[config.mk]
export PLATFORM = sky130hd
export DESIGN_NAME = mem_access_stage
export DESIGN_NICKNAME = d
export VERILOG_FILES = /design/src/rtl/asip_pkg.sv /design/src/rtl/mem_timeout_ctr.sv /design/src/rtl/mem_access_stage.sv
export SDC_FILE = /design/constraint.sdc
export NUM_CORES = 1
export LEC_CHECK = 0
export ABC_AREA = 1
export CELL_PAD_IN_SITES_DETAIL_PLACEMENT = 1
export CELL_PAD_IN_SITES_GLOBAL_PLACEMENT = 1
export CORE_MARGIN = 2
export CORE_UTILIZATION = 35
export DETAILED_ROUTE_END_ITERATION = 7
export GPL_ROUTABILITY_DRIVEN = 1
export HOLD_SLACK_MARGIN = 0.15
export PLACE_DENSITY_LB_ADDON = 0.08
export SLEW_MARGIN = 15
export SYNTH_ARGS = -nofsm -noshare
export SYNTH_HDL_FRONTEND = slang
export SYNTH_HIERARCHICAL = 1
export SYNTH_SLANG_ARGS = --single-unit
export TNS_END_PERCENT = 20
[constraint.sdc]
create_clock -name i_clk -period 3.1 [get_ports i_clk]
set_input_delay 0.62 -clock i_clk [delete_from_list [all_inputs] [get_ports i_clk]]
set_output_delay 0.62 -clock i_clk [all_outputs]
set_load 0.1 [all_outputs]
[src/rtl/asip_pkg.sv]
// Shared types and widths for the 16-bit RSA ASIP pipeline.
package asip_pkg;
  localparam int ARQ              = 16;
  localparam int MEMORY_ADDR_SIZE = 13;
  localparam int REG_ADDR_W       = 4;

  typedef enum logic [1:0] {
    IDLE = 2'd0,
    REQ  = 2'd1,
    DONE = 2'd2
  } mem_state_t;

  typedef struct packed {
    logic                  valid;
    logic [ARQ-1:0]        alu_result;
    logic [ARQ-1:0]        store_data;
    logic [REG_ADDR_W-1:0] rd;
    logic                  reg_wr;
    logic                  mem_rd;
    logic                  mem_wr;
  } exe_mem_bus_t;

  typedef struct packed {
    logic                  valid;
    logic [ARQ-1:0]        result;
    logic [REG_ADDR_W-1:0] rd;
    logic                  reg_wr;
  } mem_wb_bus_t;
endpackage

[src/rtl/mem_timeout_ctr.sv]
// Wait counter for an outstanding data-memory request; flags the cycle that uses up the budget.
module mem_timeout_ctr #(
  parameter int TIMEOUT = 15
) (
  input  logic i_clk,
  input  logic i_rst,
  input  logic i_clr,
  input  logic i_en,
  output logic o_expired
);
  localparam int CW = $clog2(TIMEOUT + 1);

  logic [CW-1:0] r_cnt;

  always_ff @(posedge i_clk) begin
    if (!i_rst || i_clr) r_cnt <= '0;
    else if (i_en)       r_cnt <= r_cnt + CW'(1);
  end

  // Expires during the TIMEOUT-th waiting cycle, so req is held exactly TIMEOUT cycles.
  assign o_expired = i_en && (r_cnt == CW'(TIMEOUT - 1));
endmodule

[src/rtl/mem_access_stage.sv]
// MEM stage: pass-through of ALU results, load/store over a req/ack handshake, stall of EXE.
module mem_access_stage
  import asip_pkg::*;
#(
  parameter int TIMEOUT = 15
) (
  input  logic                        i_clk,
  input  logic                        i_rst,
  input  logic                        i_exe_valid,
  input  logic [ARQ-1:0]              i_exe_alu_result,
  input  logic [ARQ-1:0]              i_exe_store_data,
  input  logic [REG_ADDR_W-1:0]       i_exe_rd,
  input  logic                        i_exe_reg_wr,
  input  logic                        i_exe_mem_rd,
  input  logic                        i_exe_mem_wr,
  output logic                        o_mem_stall,
  output logic                        o_dmem_req,
  output logic                        o_dmem_we,
  output logic [MEMORY_ADDR_SIZE-1:0] o_dmem_addr,
  output logic [ARQ-1:0]              o_dmem_wdata,
  input  logic [ARQ-1:0]              i_dmem_rdata,
  input  logic                        i_dmem_ack,
  output logic                        o_wb_valid,
  output logic [ARQ-1:0]              o_wb_result,
  output logic [REG_ADDR_W-1:0]       o_wb_rd,
  output logic                        o_wb_reg_wr,
  output logic                        o_mem_fault
);
  exe_mem_bus_t w_exe;
  logic         w_mem_op;
  logic         w_range_err;
  logic         w_expired;

  mem_state_t                  r_state;
  logic                        r_req;
  logic                        r_we;
  logic [MEMORY_ADDR_SIZE-1:0] r_addr;
  logic [ARQ-1:0]              r_wdata;
  logic [ARQ-1:0]              r_alu;
  logic [ARQ-1:0]              r_result;
  logic [REG_ADDR_W-1:0]       r_rd;
  logic                        r_reg_wr;
  logic                        r_op_fault;
  logic                        r_fault;
  mem_wb_bus_t                 r_wb;

  assign w_exe = '{valid: i_exe_valid, alu_result: i_exe_alu_result,
                   store_data: i_exe_store_data, rd: i_exe_rd, reg_wr: i_exe_reg_wr,
                   mem_rd: i_exe_mem_rd, mem_wr: i_exe_mem_wr};

  assign w_mem_op    = w_exe.mem_rd | w_exe.mem_wr;
  assign w_range_err = |w_exe.alu_result[ARQ-1:MEMORY_ADDR_SIZE];

  mem_timeout_ctr #(.TIMEOUT(TIMEOUT)) u_tmo (
    .i_clk     (i_clk),
    .i_rst     (i_rst),
    .i_clr     (r_state == IDLE),
    .i_en      ((r_state == REQ) && !i_dmem_ack),
    .o_expired (w_expired)
  );

  always_ff @(posedge i_clk) begin
    if (!i_rst) begin
      r_state    <= IDLE;
      r_req      <= 1'b0;
      r_we       <= 1'b0;
      r_addr     <= '0;
      r_wdata    <= '0;
      r_alu      <= '0;
      r_result   <= '0;
      r_rd       <= '0;
      r_reg_wr   <= 1'b0;
      r_op_fault <= 1'b0;
      r_fault    <= 1'b0;
      r_wb       <= '0;
    end else begin
      r_wb.valid <= 1'b0;
      case (r_state)
        IDLE: begin
          if (w_exe.valid && !w_mem_op) begin
            r_wb <= '{valid: 1'b1, result: w_exe.alu_result, rd: w_exe.rd, reg_wr: w_exe.reg_wr};
          end else if (w_exe.valid) begin
            r_we     <= w_exe.mem_wr;
            r_addr   <= w_exe.alu_result[MEMORY_ADDR_SIZE-1:0];
            r_wdata  <= w_exe.store_data;
            r_alu    <= w_exe.alu_result;
            r_rd     <= w_exe.rd;
            r_reg_wr <= w_exe.reg_wr;
            r_result <= '0;
            // Out-of-range addresses never reach memory; the op retires faulted.
            if (w_range_err) begin
              r_fault    <= 1'b1;
              r_op_fault <= 1'b1;
              r_state    <= DONE;
            end else begin
              r_op_fault <= 1'b0;
              r_req      <= 1'b1;
              r_state    <= REQ;
            end
          end
        end
        REQ: begin
          if (i_dmem_ack) begin
            r_req    <= 1'b0;
            r_result <= r_we ? r_alu : i_dmem_rdata;
            r_state  <= DONE;
          end else if (w_expired) begin
            r_req      <= 1'b0;
            r_fault    <= 1'b1;
            r_op_fault <= 1'b1;
            r_result   <= '0;
            r_state    <= DONE;
          end
        end
        DONE: begin
          r_wb    <= '{valid: 1'b1, result: r_result, rd: r_rd, reg_wr: r_reg_wr & ~r_op_fault};
          r_state <= IDLE;
        end
        default: r_state <= IDLE;
      endcase
    end
  end

  assign o_mem_stall  = (r_state != IDLE);
  assign o_dmem_req   = r_req;
  assign o_dmem_we    = r_we;
  assign o_dmem_addr  = r_addr;
  assign o_dmem_wdata = r_wdata;
  assign o_wb_valid   = r_wb.valid;
  assign o_wb_result  = r_wb.result;
  assign o_wb_rd      = r_wb.rd;
  assign o_wb_reg_wr  = r_wb.reg_wr;
  assign o_mem_fault  = r_fault;
endmodule

==> flow_metrics.py <==
metrics = {
    "run_status": {
        "status": "complete, no violations",
    },
    "cells_and_area": {
        "antennaDiodeCount": 0,
        "num-nets-final": 630,
        "drive_gt1_share_pct": 16.7,
        "register_area_sq_um": 1700,
        "multiInputGateArea_sq_um": 1510,
        "area_delta_synth_final_pct": 33.5,
        "finish.instance_area_sq_um": 4710,
        "n_fill_cell": 1278,
    },
    "worst_setup_path": {
        "worst-path-max-fanout": 17,
        "crit_chain": "clkdlybuf4s50_1, nor2_1, nand2_1, nor2_1, inv_1, nand2_1, nor2_1, a21oi_2, nand2_4, nand2_1, a21oi_1",
        "worst_setup_path_end_kind": "register",
        "timing.rr.start": "r_state[0]$_SDFFE_PN0P_",
        "critPathMaxStageDelay_ps": 460,
        "required_ps": 3290,
        "crit_type": "in2reg",
        "cp.arrival_ps": 2400,
        "setup.worst_path.start": "i_dmem_ack",
        "start_kind": "input port",
        "slowest_stage": "clkdlybuf4s50_1",
    },
    "power": {
        "p_comb_share_pct": 23.0,
        "p_switching_mw": 0.871,
        "internal-power_mw": 1.70,
        "seq_power_share_pct": 45.2,
        "swShare_pct": 33.9,
        "leakagePower_nw": 1.92,
        "ir_drop_mv": 0.285,
        "power_density_nw_per_um2": 545,
        "clkPwrFrac_pct": 31.7,
    },
    "route": {
        "route.vias.total": 3413,
        "wl_per_cell_um": 14.9,
        "ant_nets": 0,
        "vias_per_cell": 4.83,
        "drt_wl_total_um": 10600,
        "drt-initial-drc-count": 134,
        "drc": 0,
        "firstDrtPassIters": 6,
    },
    "clocking": {
        "cts_sinks": 85,
        "clkTransAtPathRegs_ps": 80,
        "root_buffer": "clkbuf_8",
        "worstSkewPairLatency_ps": 360,
        "hold_buffers": 0,
        "cts_tree": "yes",
        "cts.path.max_buffers": 2,
        "post_cts_buffers": 0,
        "cts_resized": 0,
        "cts_buffers": 9,
        "cts_max_level": 3,
    },
    "synthesis": {
        "ys_types": 24,
        "synthTopCellsByCount": "195 x nand2_1, 85 x dfxtp_1, 65 x a21oi_1, 20 x a22oi_1, 19 x o21ai_1",
        "synth_top_area_cell": "dfxtp_1",
        "synth_edf_count": 0,
        "synth_area_sq_um": 3530,
        "yosys_register_bits": 85,
        "async_flop_share_pct": 0,
        "synth_top_area_share_pct": 48.2,
        "synthFlopType": "dfxtp_1",
        "synth_area_leaders": "dfxtp_1 48%, nand2_1 21%, a21oi_1 9.2%",
        "yosysWarnings": 6,
        "syn_nets": 537,
        "synth.most_common_cell": "nand2_1",
        "synth-seq-area-share_pct": 48.2,
        "postSynthAreaPerCell_sq_um": 7.42,
        "synthCells": 476,
    },
    "sta": {
        "setup_viol": 0,
        "worst_pin_slew_ps": 688,
        "maxSlewHeadroom_pct": 54.1,
        "setup_tns_ps": 0,
        "fmaxAchievable_mhz": 454,
        "whs_ps": 462,
        "fin_worst_skew_ps": 16.0,
        "drv_slew": 0,
        "rsz0062_at_grt": "false",
        "final.period_utilization_pct": 71.0,
        "hold_viol": 0,
        "period_needed_ps": 2200,
    },
    "floorplanning": {
        "initial_core_util_pct": 36.1,
        "die_h_um": 104,
        "die_area_sq_um": 10900,
        "ioPinCount": 114,
        "rows": 36,
        "core_area_sq_um": 9770,
        "chipWidth_um": 104,
    },
    "global_route": {
        "grt_use_total_pct": 19.4,
        "grt_pass1_wl_um": 17100,
        "first_global_vias": 3403,
        "grt_max_degree": 60,
        "antenna_found_initial": 0,
        "gr-total-overflow": 0,
    },
    "placement": {
        "place.gp.congestion": 0.802,
        "postPlaceCellArea_sq_um": 4510,
        "dp_hpwl_um": 7340,
        "port_buffers": 113,
    },
    "min_path": {
        "min_path_type": "reg2reg",
        "min_from": "o_mem_fault$_SDFFE_PN0P_",
    },
    "run": {
        "cap_violations": 0,
    },
}
==> placed cells by master (no fill, tap or decap), types with 2 or more instances in the layout <==
| master | n |
|---|---|
| inv_6 | 2 |
| clkdlybuf4s50_1 | 58 |
| buf_4 | 62 |
| dfxtp_1 | 85 |
| nand3_1 | 2 |
| nor2_2 | 3 |
| o21ai_0 | 3 |
| nand2_4 | 2 |
| o21ai_1 | 19 |
| nand2_2 | 3 |
| clkbuf_8 | 10 |
| nor2_4 | 2 |
| a22oi_1 | 20 |
| inv_2 | 5 |
| ha_1 | 2 |
| nand2_1 | 195 |
| nor2_1 | 11 |
| inv_1 | 17 |
| a21oi_1 | 65 |
==> state kept, by name, indices dropped and copies added, names as in the netlist <==
signal,flops
o_wb_result,16
o_wb_reg_wr,1
r_rd,4
o_wb_rd,4
r_state,2
o_dmem_we,1
r_op_fault,1
r_alu,4
o_dmem_wdata,16
r_result,16
u_tmo/r_cnt,4
o_dmem_addr,12
o_mem_fault,1
r_reg_wr,1
o_dmem_req,1
o_wb_valid,1
==> path summary, 6_finish.rpt <==
path | depth (start not counted) | end | slack, ps
max reg2reg | 11 | r_result[3]$_SDFFE_PN0P_ | 1100
max | 11 | r_result[3]$_SDFFE_PN0P_ | 900
min reg2reg | 2 | o_mem_fault$_SDFFE_PN0P_ | 460
min | 2 | o_mem_fault$_SDFFE_PN0P_ | 460
==> metal layers <==
layer | routed length, um | share of wire, % | global-route usage, % | up-vias
li1 | - | - | - | 1705
met1 | 4770 | 45 | 24.7 | 1631
met2 | 5270 | 50 | 33.4 | 70
met3 | 451 | 4.3 | 3.70 | 7
met4 | 83 | 0.79 | 5.31 | 0
met5 | 0 | 0 | 0 | -
==> kinds of logic after synthesis <==
group,after synthesis,share of synthesized area (%)
DFF,85,48.2
AOI/OAI and AO/OA,108,16.8
adders and majority gates,2,0.708
and+or+nand+nor,221,25.2
buffers and inverters,60,9.10
==> power groups by stage <==
stage	Combinational (mW)	Sequential, mW	Clock [mW]
final	0.592	1.16	0.815
after global routing	0.632	1.17	0.891
after CTS	0.600	1.16	0.841
after detailed placement	0.598	1.19	0
after global placement	0.592	1.19	0
after floorplan	0.273	1.34	0
==> per-stage QoR <==
stage / std cells / setup slack, ps / power, mW / util (%)
after floorplan: 476 / 1220 / 1.61 / -
after detailed placement: 691 / 535 / 1.79 / 46.1
after global routing: 707 / 717 / 2.69 / 48.2
after global placement: 691 / 647 / 1.78 / 46.1
after CTS: 707 / 908 / 2.60 / 48.2
final: 707 / 899 / 2.57 / 48.2
==> layout make-up <==
class                           instances  share of cell area (%)
Clock buffer                           10                    2.92
Clock inverter                          6                    1.46
Inverter                               22                    1.75
Multi-Input combinational cell        331                    32.1
Sequential cell                        85                    36.1
Tap cell                              133                    3.53
Timing Repair Buffer                  120                    22.2
==> critical path: cells and delay by family <==
family,cells,cell delay (ps)
compound gates,2,260
buf+inv,2,520
simple gates,7,980
Note: power is estimated with default switching activity, not from simulation.
